===== config.mk =====
export PLATFORM = sky130hd
export DESIGN_NAME = joy_decoder
export DESIGN_NICKNAME = d
export VERILOG_FILES = /design/src/rtl/joy_pkg.sv /design/src/rtl/joy_axis.sv /design/src/rtl/joy_decoder.sv
export SDC_FILE = /design/constraint.sdc
export NUM_CORES = 1
export LEC_CHECK = 0
export ABC_AREA = 1
export CORE_MARGIN = 3
export CORE_UTILIZATION = 49
export CTS_CLUSTER_DIAMETER = 120
export DETAILED_ROUTE_END_ITERATION = 8
export PLACE_DENSITY = 0.8
export SLEW_MARGIN = 30
export SYNTH_ARGS = -nofsm -noshare
export SYNTH_HDL_FRONTEND = slang
export SYNTH_HIERARCHICAL = 1
export SYNTH_SLANG_ARGS = --single-unit

===== constraint.sdc =====
create_clock -name CLK -period 1.8 [get_ports CLK]
set_clock_uncertainty 0.05 [all_clocks]
set_input_delay 0.27 -clock CLK [delete_from_list [all_inputs] [get_ports CLK]]
set_output_delay 0.27 -clock CLK [all_outputs]
set_load 0.02 [all_outputs]

===== src/rtl/joy_pkg.sv =====
// Purpose : shared types and constants for the joystick decoder slice.
// Latency : n/a (package only).
// Backpressure: n/a (package only).
//
// Contents: axis-state enum, poll FSM enum, DOUT field bit positions,
// default threshold constants and field-extraction helpers.
package joy_pkg;

   typedef enum logic [1:0] {
      AX_CENTER = 2'd0,
      AX_POS    = 2'd1,
      AX_NEG    = 2'd2
   } axis_state_t;

   typedef enum logic [1:0] {
      ST_REQ    = 2'd0,
      ST_WAIT   = 2'd1,
      ST_SAMPLE = 2'd2
   } fsm_state_t;

   // DOUT packet layout: each axis is split into a low byte and a 2-bit MSB field
   localparam int X_LO_MSB = 39;
   localparam int X_LO_LSB = 32;
   localparam int X_HI_MSB = 25;
   localparam int X_HI_LSB = 24;
   localparam int Y_LO_MSB = 23;
   localparam int Y_LO_LSB = 16;
   localparam int Y_HI_MSB = 9;
   localparam int Y_HI_LSB = 8;
   localparam int BTN_BIT  = 0;

   localparam int DEF_HI_THR = 700;
   localparam int DEF_LO_THR = 324;
   localparam int DEF_HYST   = 32;

   function automatic logic [9:0] get_x(input logic [39:0] d);
      return {d[X_HI_MSB:X_HI_LSB], d[X_LO_MSB:X_LO_LSB]};
   endfunction

   function automatic logic [9:0] get_y(input logic [39:0] d);
      return {d[Y_HI_MSB:Y_HI_LSB], d[Y_LO_MSB:Y_LO_LSB]};
   endfunction

endpackage


===== src/rtl/joy_axis.sv =====
// Purpose : one joystick axis - CENTER/POS/NEG tracking with hysteresis, entry (and optional repeat) pulses.
// Latency : pulses appear the cycle after the sample strobe; one cycle wide.
// Backpressure: none; a pulse is produced for every qualifying sample strobe.
//
// Ports:
//   CLK, RST   clock, synchronous active-high reset
//   sample_en  one-cycle strobe: val is a new sample
//   init       first sample after reset: update state, suppress pulses
//   val        unsigned 10-bit axis value
//   pos_pulse  pulse on entering (or auto-repeating) POS
//   neg_pulse  pulse on entering (or auto-repeating) NEG
// Optional feature: define JOY_AUTOREPEAT_EN to re-pulse a held deflection.
module joy_axis
   import joy_pkg::*;
#(
   parameter int HI_THR   = DEF_HI_THR,
   parameter int LO_THR   = DEF_LO_THR,
   parameter int HYST     = DEF_HYST,
   parameter int REP_DLY  = 50,
   parameter int REP_RATE = 10
) (
   input  logic       CLK,
   input  logic       RST,
   input  logic       sample_en,
   input  logic       init,
   input  logic [9:0] val,
   output logic       pos_pulse,
   output logic       neg_pulse
);

   localparam logic [9:0] HI_V    = 10'(HI_THR);
   localparam logic [9:0] LO_V    = 10'(LO_THR);
   localparam logic [9:0] HI_EXIT = 10'(HI_THR - HYST);
   localparam logic [9:0] LO_EXIT = 10'(LO_THR + HYST);

   axis_state_t st;
   axis_state_t st_nxt;
   logic        enter;
   logic        rep_fire;

   // Entry uses the strict thresholds from any state, so POS<->NEG is direct;
   // leaving back to CENTER needs the value to cross the hysteresis margin.
   always_comb begin
      st_nxt = st;
      case (st)
         AX_CENTER: begin
            if (val > HI_V)      st_nxt = AX_POS;
            else if (val < LO_V) st_nxt = AX_NEG;
         end
         AX_POS: begin
            if (val < LO_V)         st_nxt = AX_NEG;
            else if (val < HI_EXIT) st_nxt = AX_CENTER;
         end
         AX_NEG: begin
            if (val > HI_V)         st_nxt = AX_POS;
            else if (val > LO_EXIT) st_nxt = AX_CENTER;
         end
         default: st_nxt = AX_CENTER;
      endcase
   end

   assign enter = (st_nxt != AX_CENTER) && (st_nxt != st);

`ifdef JOY_AUTOREPEAT_EN
   localparam logic [15:0] REP_DLY_V  = 16'(REP_DLY);
   localparam logic [15:0] REP_RATE_V = 16'(REP_RATE);

   // Down-counter of samples until the next repeat; reaching 1 on a held
   // sample fires and reloads with the repeat rate.
   logic [15:0] rcnt;

   always_ff @(posedge CLK) begin
      if (RST) begin
         rcnt <= '0;
      end else if (sample_en) begin
         if (st_nxt == AX_CENTER)  rcnt <= '0;
         else if (enter)           rcnt <= REP_DLY_V;
         else if (rcnt == 16'd1)   rcnt <= REP_RATE_V;
         else if (rcnt != 16'd0)   rcnt <= rcnt - 16'd1;
      end
   end

   assign rep_fire = !enter && (st_nxt != AX_CENTER) && (rcnt == 16'd1);
`else
   assign rep_fire = 1'b0;
`endif

   always_ff @(posedge CLK) begin
      if (RST) begin
         st        <= AX_CENTER;
         pos_pulse <= 1'b0;
         neg_pulse <= 1'b0;
      end else begin
         pos_pulse <= 1'b0;
         neg_pulse <= 1'b0;
         if (sample_en) begin
            st <= st_nxt;
            if (!init) begin
               pos_pulse <= (st_nxt == AX_POS) && (enter || rep_fire);
               neg_pulse <= (st_nxt == AX_NEG) && (enter || rep_fire);
            end
         end
      end
   end

endmodule


===== src/rtl/joy_decoder.sv =====
// Purpose : polls a joystick SPI front end and turns samples into position and direction/button pulses.
// Latency : outputs update one cycle after the SAMPLE state; SND_REC lags the REQ state by one cycle.
// Backpressure: none; free-running poll period of POLL_DIV cycles, pulses are fire-and-forget.
//
// Ports:
//   CLK, RST                  clock, synchronous active-high reset
//   DOUT[39:0]                packet from the SPI front end
//   SND_REC                   transaction request, high REQ_CYC cycles per poll
//   X_POS, Y_POS [9:0]        last sampled axis values
//   VALID                     high once the first sample has been taken
//   UP, DOWN, LEFT, RIGHT     one-cycle direction pulses (X and Y may coincide)
//   BTN_PRESS                 one-cycle pulse on a 0->1 button change between samples
// Optional feature: define JOY_AUTOREPEAT_EN for auto-repeat of held directions.
module joy_decoder
   import joy_pkg::*;
#(
   parameter int POLL_DIV = 1000000,
   parameter int REQ_CYC  = 2000,
   parameter int HI_THR   = DEF_HI_THR,
   parameter int LO_THR   = DEF_LO_THR,
   parameter int HYST     = DEF_HYST,
   parameter int REP_DLY  = 50,
   parameter int REP_RATE = 10
) (
   input  logic        CLK,
   input  logic        RST,
   input  logic [39:0] DOUT,
   output logic        SND_REC,
   output logic [9:0]  X_POS,
   output logic [9:0]  Y_POS,
   output logic        VALID,
   output logic        UP,
   output logic        DOWN,
   output logic        LEFT,
   output logic        RIGHT,
   output logic        BTN_PRESS
);

   localparam int PW = $clog2(POLL_DIV);

   fsm_state_t    state;
   fsm_state_t    state_nxt;
   logic [PW-1:0] pcnt;
   logic          btn_hist;
   logic          sample_en;
   logic [9:0]    samp_x;
   logic [9:0]    samp_y;
   logic          samp_btn;

   assign sample_en = (state == ST_SAMPLE);
   assign samp_x    = get_x(DOUT);
   assign samp_y    = get_y(DOUT);
   assign samp_btn  = DOUT[BTN_BIT];

   // pcnt runs 0..POLL_DIV-1 across the whole poll; SAMPLE lands on the last count.
   always_ff @(posedge CLK) begin
      if (RST) begin
         state <= ST_REQ;
         pcnt  <= '0;
      end else begin
         state <= state_nxt;
         pcnt  <= sample_en ? '0 : pcnt + 1'b1;
      end
   end

   always_comb begin
      state_nxt = state;
      case (state)
         ST_REQ:    if (pcnt == PW'(REQ_CYC - 1))  state_nxt = ST_WAIT;
         ST_WAIT:   if (pcnt == PW'(POLL_DIV - 2)) state_nxt = ST_SAMPLE;
         ST_SAMPLE: state_nxt = ST_REQ;
         default:   state_nxt = ST_REQ;
      endcase
   end

   // VALID doubles as "history is primed": while low, the sample only initialises.
   always_ff @(posedge CLK) begin
      if (RST) begin
         SND_REC   <= 1'b0;
         X_POS     <= '0;
         Y_POS     <= '0;
         VALID     <= 1'b0;
         btn_hist  <= 1'b0;
         BTN_PRESS <= 1'b0;
      end else begin
         SND_REC   <= (state == ST_REQ);
         BTN_PRESS <= 1'b0;
         if (sample_en) begin
            X_POS     <= samp_x;
            Y_POS     <= samp_y;
            VALID     <= 1'b1;
            btn_hist  <= samp_btn;
            BTN_PRESS <= VALID && samp_btn && !btn_hist;
         end
      end
   end

   joy_axis #(
      .HI_THR  (HI_THR),
      .LO_THR  (LO_THR),
      .HYST    (HYST),
      .REP_DLY (REP_DLY),
      .REP_RATE(REP_RATE)
   ) u_axis_x (
      .CLK      (CLK),
      .RST      (RST),
      .sample_en(sample_en),
      .init     (!VALID),
      .val      (samp_x),
      .pos_pulse(RIGHT),
      .neg_pulse(LEFT)
   );

   joy_axis #(
      .HI_THR  (HI_THR),
      .LO_THR  (LO_THR),
      .HYST    (HYST),
      .REP_DLY (REP_DLY),
      .REP_RATE(REP_RATE)
   ) u_axis_y (
      .CLK      (CLK),
      .RST      (RST),
      .sample_en(sample_en),
      .init     (!VALID),
      .val      (samp_y),
      .pos_pulse(UP),
      .neg_pulse(DOWN)
   );

endmodule


==> flow_summary_export.csv <==
group,metric,value,unit
critical_path,crit_path_max_fanout,2,
grt,grt_start_max_net_pins,22,
clock_tree,cts.repair.resized,0,
placement,place_area,3257,µm²
clock_tree,htree_levels,2,
timing,tns,0,ps
clock_tree,clk_latency,310,ps
critical_path,cp-start-kind,"flip-flop",
yosys,synth-compound-area-share,0.06203,
cells_and_area,drive_above_1_share,0.06610,
pwr,peakVddDrop,0.4711,mV
die,dieArea,6310,µm²
yosys,syn_inst,410,
grt,grt_pass1_vias,2378,
cells_and_area,fin_nets,512,
timing,hold_slack,390.6,ps
yosys,ys_types,26,
yosys,synth_ff_type,"dfxtp_1",
clock_tree,cts_setup_buffers,0,
yosys,syn_nets,454,
pwr,p_int,1.694,mW
yosys,synthSimpleGateAreaFrac,0.4347,
cells_and_area,fin_area,3366,µm²
placement,gp_congestion,0.9170,
yosys,async_reset_ff_frac,0,
pwr,power.density,655.5,nW/µm²
clock_tree,cts_buffers,5,
critical_path,slowest_stage,"clkdlybuf4s50_1",
critical_path,crit_chain,"clkdlybuf4s50_1",
die,ios,69,
cells_and_area,final_core_util,0.6507,
placement,dp.cells,531,
yosys,ys_seq_area_frac,0.4091,
yosys,avgSynthCellArea,6.445,µm²
timing,slew_viol_final,0,
cells_and_area,mostFrequentLayoutCells,"130 x nand2_1, 67 x nor2_1, 54 x dfxtp_1, 49 x clkdlybuf4s50_1, 48 x inv_1",
min_path,hp-class,"reg2reg",
die,die_x,79.44,µm
pwr,total_power,2.206,mW
critical_path,required,1480,ps
placement,io_buffers,49,
drt,drc,0,
critical_path,path_class,"reg2out",
timing,fin_crit_sh,0.8885,
yosys,synth.area.mux_share,0,
pwr,switching_share,0.2320,
timing,worst_slack,200.6,ps
clock_tree,cts_max_path_buffers,2,
timing,max_slew_margin,0.6670,
pwr,netSwitchingPower,0.5119,mW
critical_path,arrival,1280,ps
drt,dr.pass1.iters,4,
yosys,yosys.area_share.adder,0.009470,
yosys,synth_top_family_by_area,"simple AND/OR/NAND/NOR gates",
critical_path,worst_path_largest_cell_delay,610,ps
drt,via_per_inst,4.952,
yosys,ys_ff_latch,54,
drt,drt_iter0_markers,152,
timing,finalHoldViolCount,0,
pwr,p_leak,1.438,nW
pwr,pwr-share-comb,0.081,
critical_path,path_delay_family,"buffers and inverters",
pwr,pwr-share-clk,0.372,
cells_and_area,final_cells,539,
critical_path,endpoint_kind,"primary output",
clock_tree,clkSinkCount,54,
drt,wl,6.341,mm
die,rows,26,
run,cap_violations,0,
grt,grt_overflow,0,
yosys,synth_edf_count,0,
timing,fmax,625.2,MHz
critical_path,path_buf_inv,1,
die,start_util,0.5109,
drt,routedWlPerCell,11.76,µm
placement,dp_slack,109.1,ps
clock_tree,clk_pin_slew,100,ps
clock_tree,cts_tree,"done",
die,core,5172,µm²
clock_tree,cts_root_buffer,"clkbuf_8",
cells_and_area,diodes,0,
placement,dp_hpwl,4.955,mm
timing,grt_setup_unrepaired,"false",
drt,ant_nets,0,
die,chipHeight,79.44,µm
cells_and_area,area_delta_synth_final,27.37,%
status,status,"finished clean",
yosys,synth_xor_area_frac,0.003314,
yosys,synth_warnings,6,
yosys,syn_area,2643,µm²
drt,num_vias,2669,
clock_tree,hold_buffers,0,
cells_and_area,final_common_cell,"nand2_1",
pwr,seqPwrFrac,0.547,
grt,grt_pass1_wl,10.34,mm
timing,period_minus_slack,1599,ps
timing,setup_viol,0,
grt,antenna_found_initial,0,
timing,tightestPinTransition,495.7,ps
grt,grtUsageTotal,0.2028,
-- cells in the mapped netlist (2+ instances only) --
| cell | number | area, µm² |
|---|---|---|
| nand2_1 | 130 | 488.0 |
| nor2_1 | 67 | 251.5 |
| dfxtp_1 | 54 | 1081 |
| inv_1 | 48 | 180.2 |
| nand3_1 | 40 | 200.2 |
| a21oi_1 | 14 | 70.07 |
| o21ai_0 | 10 | 50.05 |
| nor3_1 | 7 | 35.03 |
| buf_2 | 4 | 20.02 |
| nand3b_1 | 4 | 30.03 |
| nand4_1 | 4 | 25.02 |
| nor2_2 | 4 | 25.02 |
| clkbuf_1 | 3 | 11.26 |
| nand2_2 | 3 | 18.77 |
| o211ai_1 | 3 | 22.52 |
| ha_1 | 2 | 25.02 |
| nand3_2 | 2 | 20.02 |
| nor2_4 | 2 | 22.52 |
| nor3b_1 | 2 | 15.01 |
-- final timing paths --
| check | from | end | slack, ps | depth (start not counted) |
|---|---|---|---|---|
| setup / recovery | X_POS[9]$_SDFFE_PP0P_ | X_POS[9] | 200 | 1 |
| hold reg to reg | btn_hist$_SDFFE_PP0P_ | BTN_PRESS$_SDFF_PP0_ | 390 | 1 |
| setup reg to reg | pcnt[1]$_SDFF_PP0_ | pcnt[18]$_SDFF_PP0_ | 330 | 8 |
| hold / removal | btn_hist$_SDFFE_PP0P_ | BTN_PRESS$_SDFF_PP0_ | 390 | 1 |
-- flip-flops by register name, summed over array words and instances (netlist names), 2 cells and up --
name / flops
state: 2
X_POS: 10
u_axis_x/st: 2
Y_POS: 10
u_axis_y/st: 2
pcnt: 20
-- cells by family after synthesis --
group | Yosys count
simple gates | 267
buf+inv | 56
flops | 54
compound gates | 30
fa+ha+maj | 2
xor+xnor | 1
-- power groups by stage --
| stage | Clock [mW] | Sequential, mW | Combinational, mW |
|---|---|---|---|
| after floorplan | 0 | 1.24 | 0.0761 |
| after global placement | 0 | 1.24 | 0.173 |
| after detailed placement | 0 | 1.24 | 0.177 |
| after CTS | 0.831 | 1.21 | 0.178 |
| after global routing | 0.876 | 1.21 | 0.197 |
| final | 0.820 | 1.21 | 0.178 |
-- routing by layer --
metal	GRT usage	vias up	part of all wire
met5	0	-	0
met4	0.05670	0	0.012
met3	0.03386	8	0.040
met2	0.3356	65	0.45
met1	0.2716	1196	0.50
li1	-	1400	-
-- layout make-up --
class	instances	area [µm²]
fill	492	1807
multi-input combinational	300	1346
sequential	54	1081
timing repair buffer	58	558.0
inverter	49	183.9
tap	70	87.58
clock buffer	5	68.82
clock inverter	3	40.04
(Power assumes the default switching activity.)
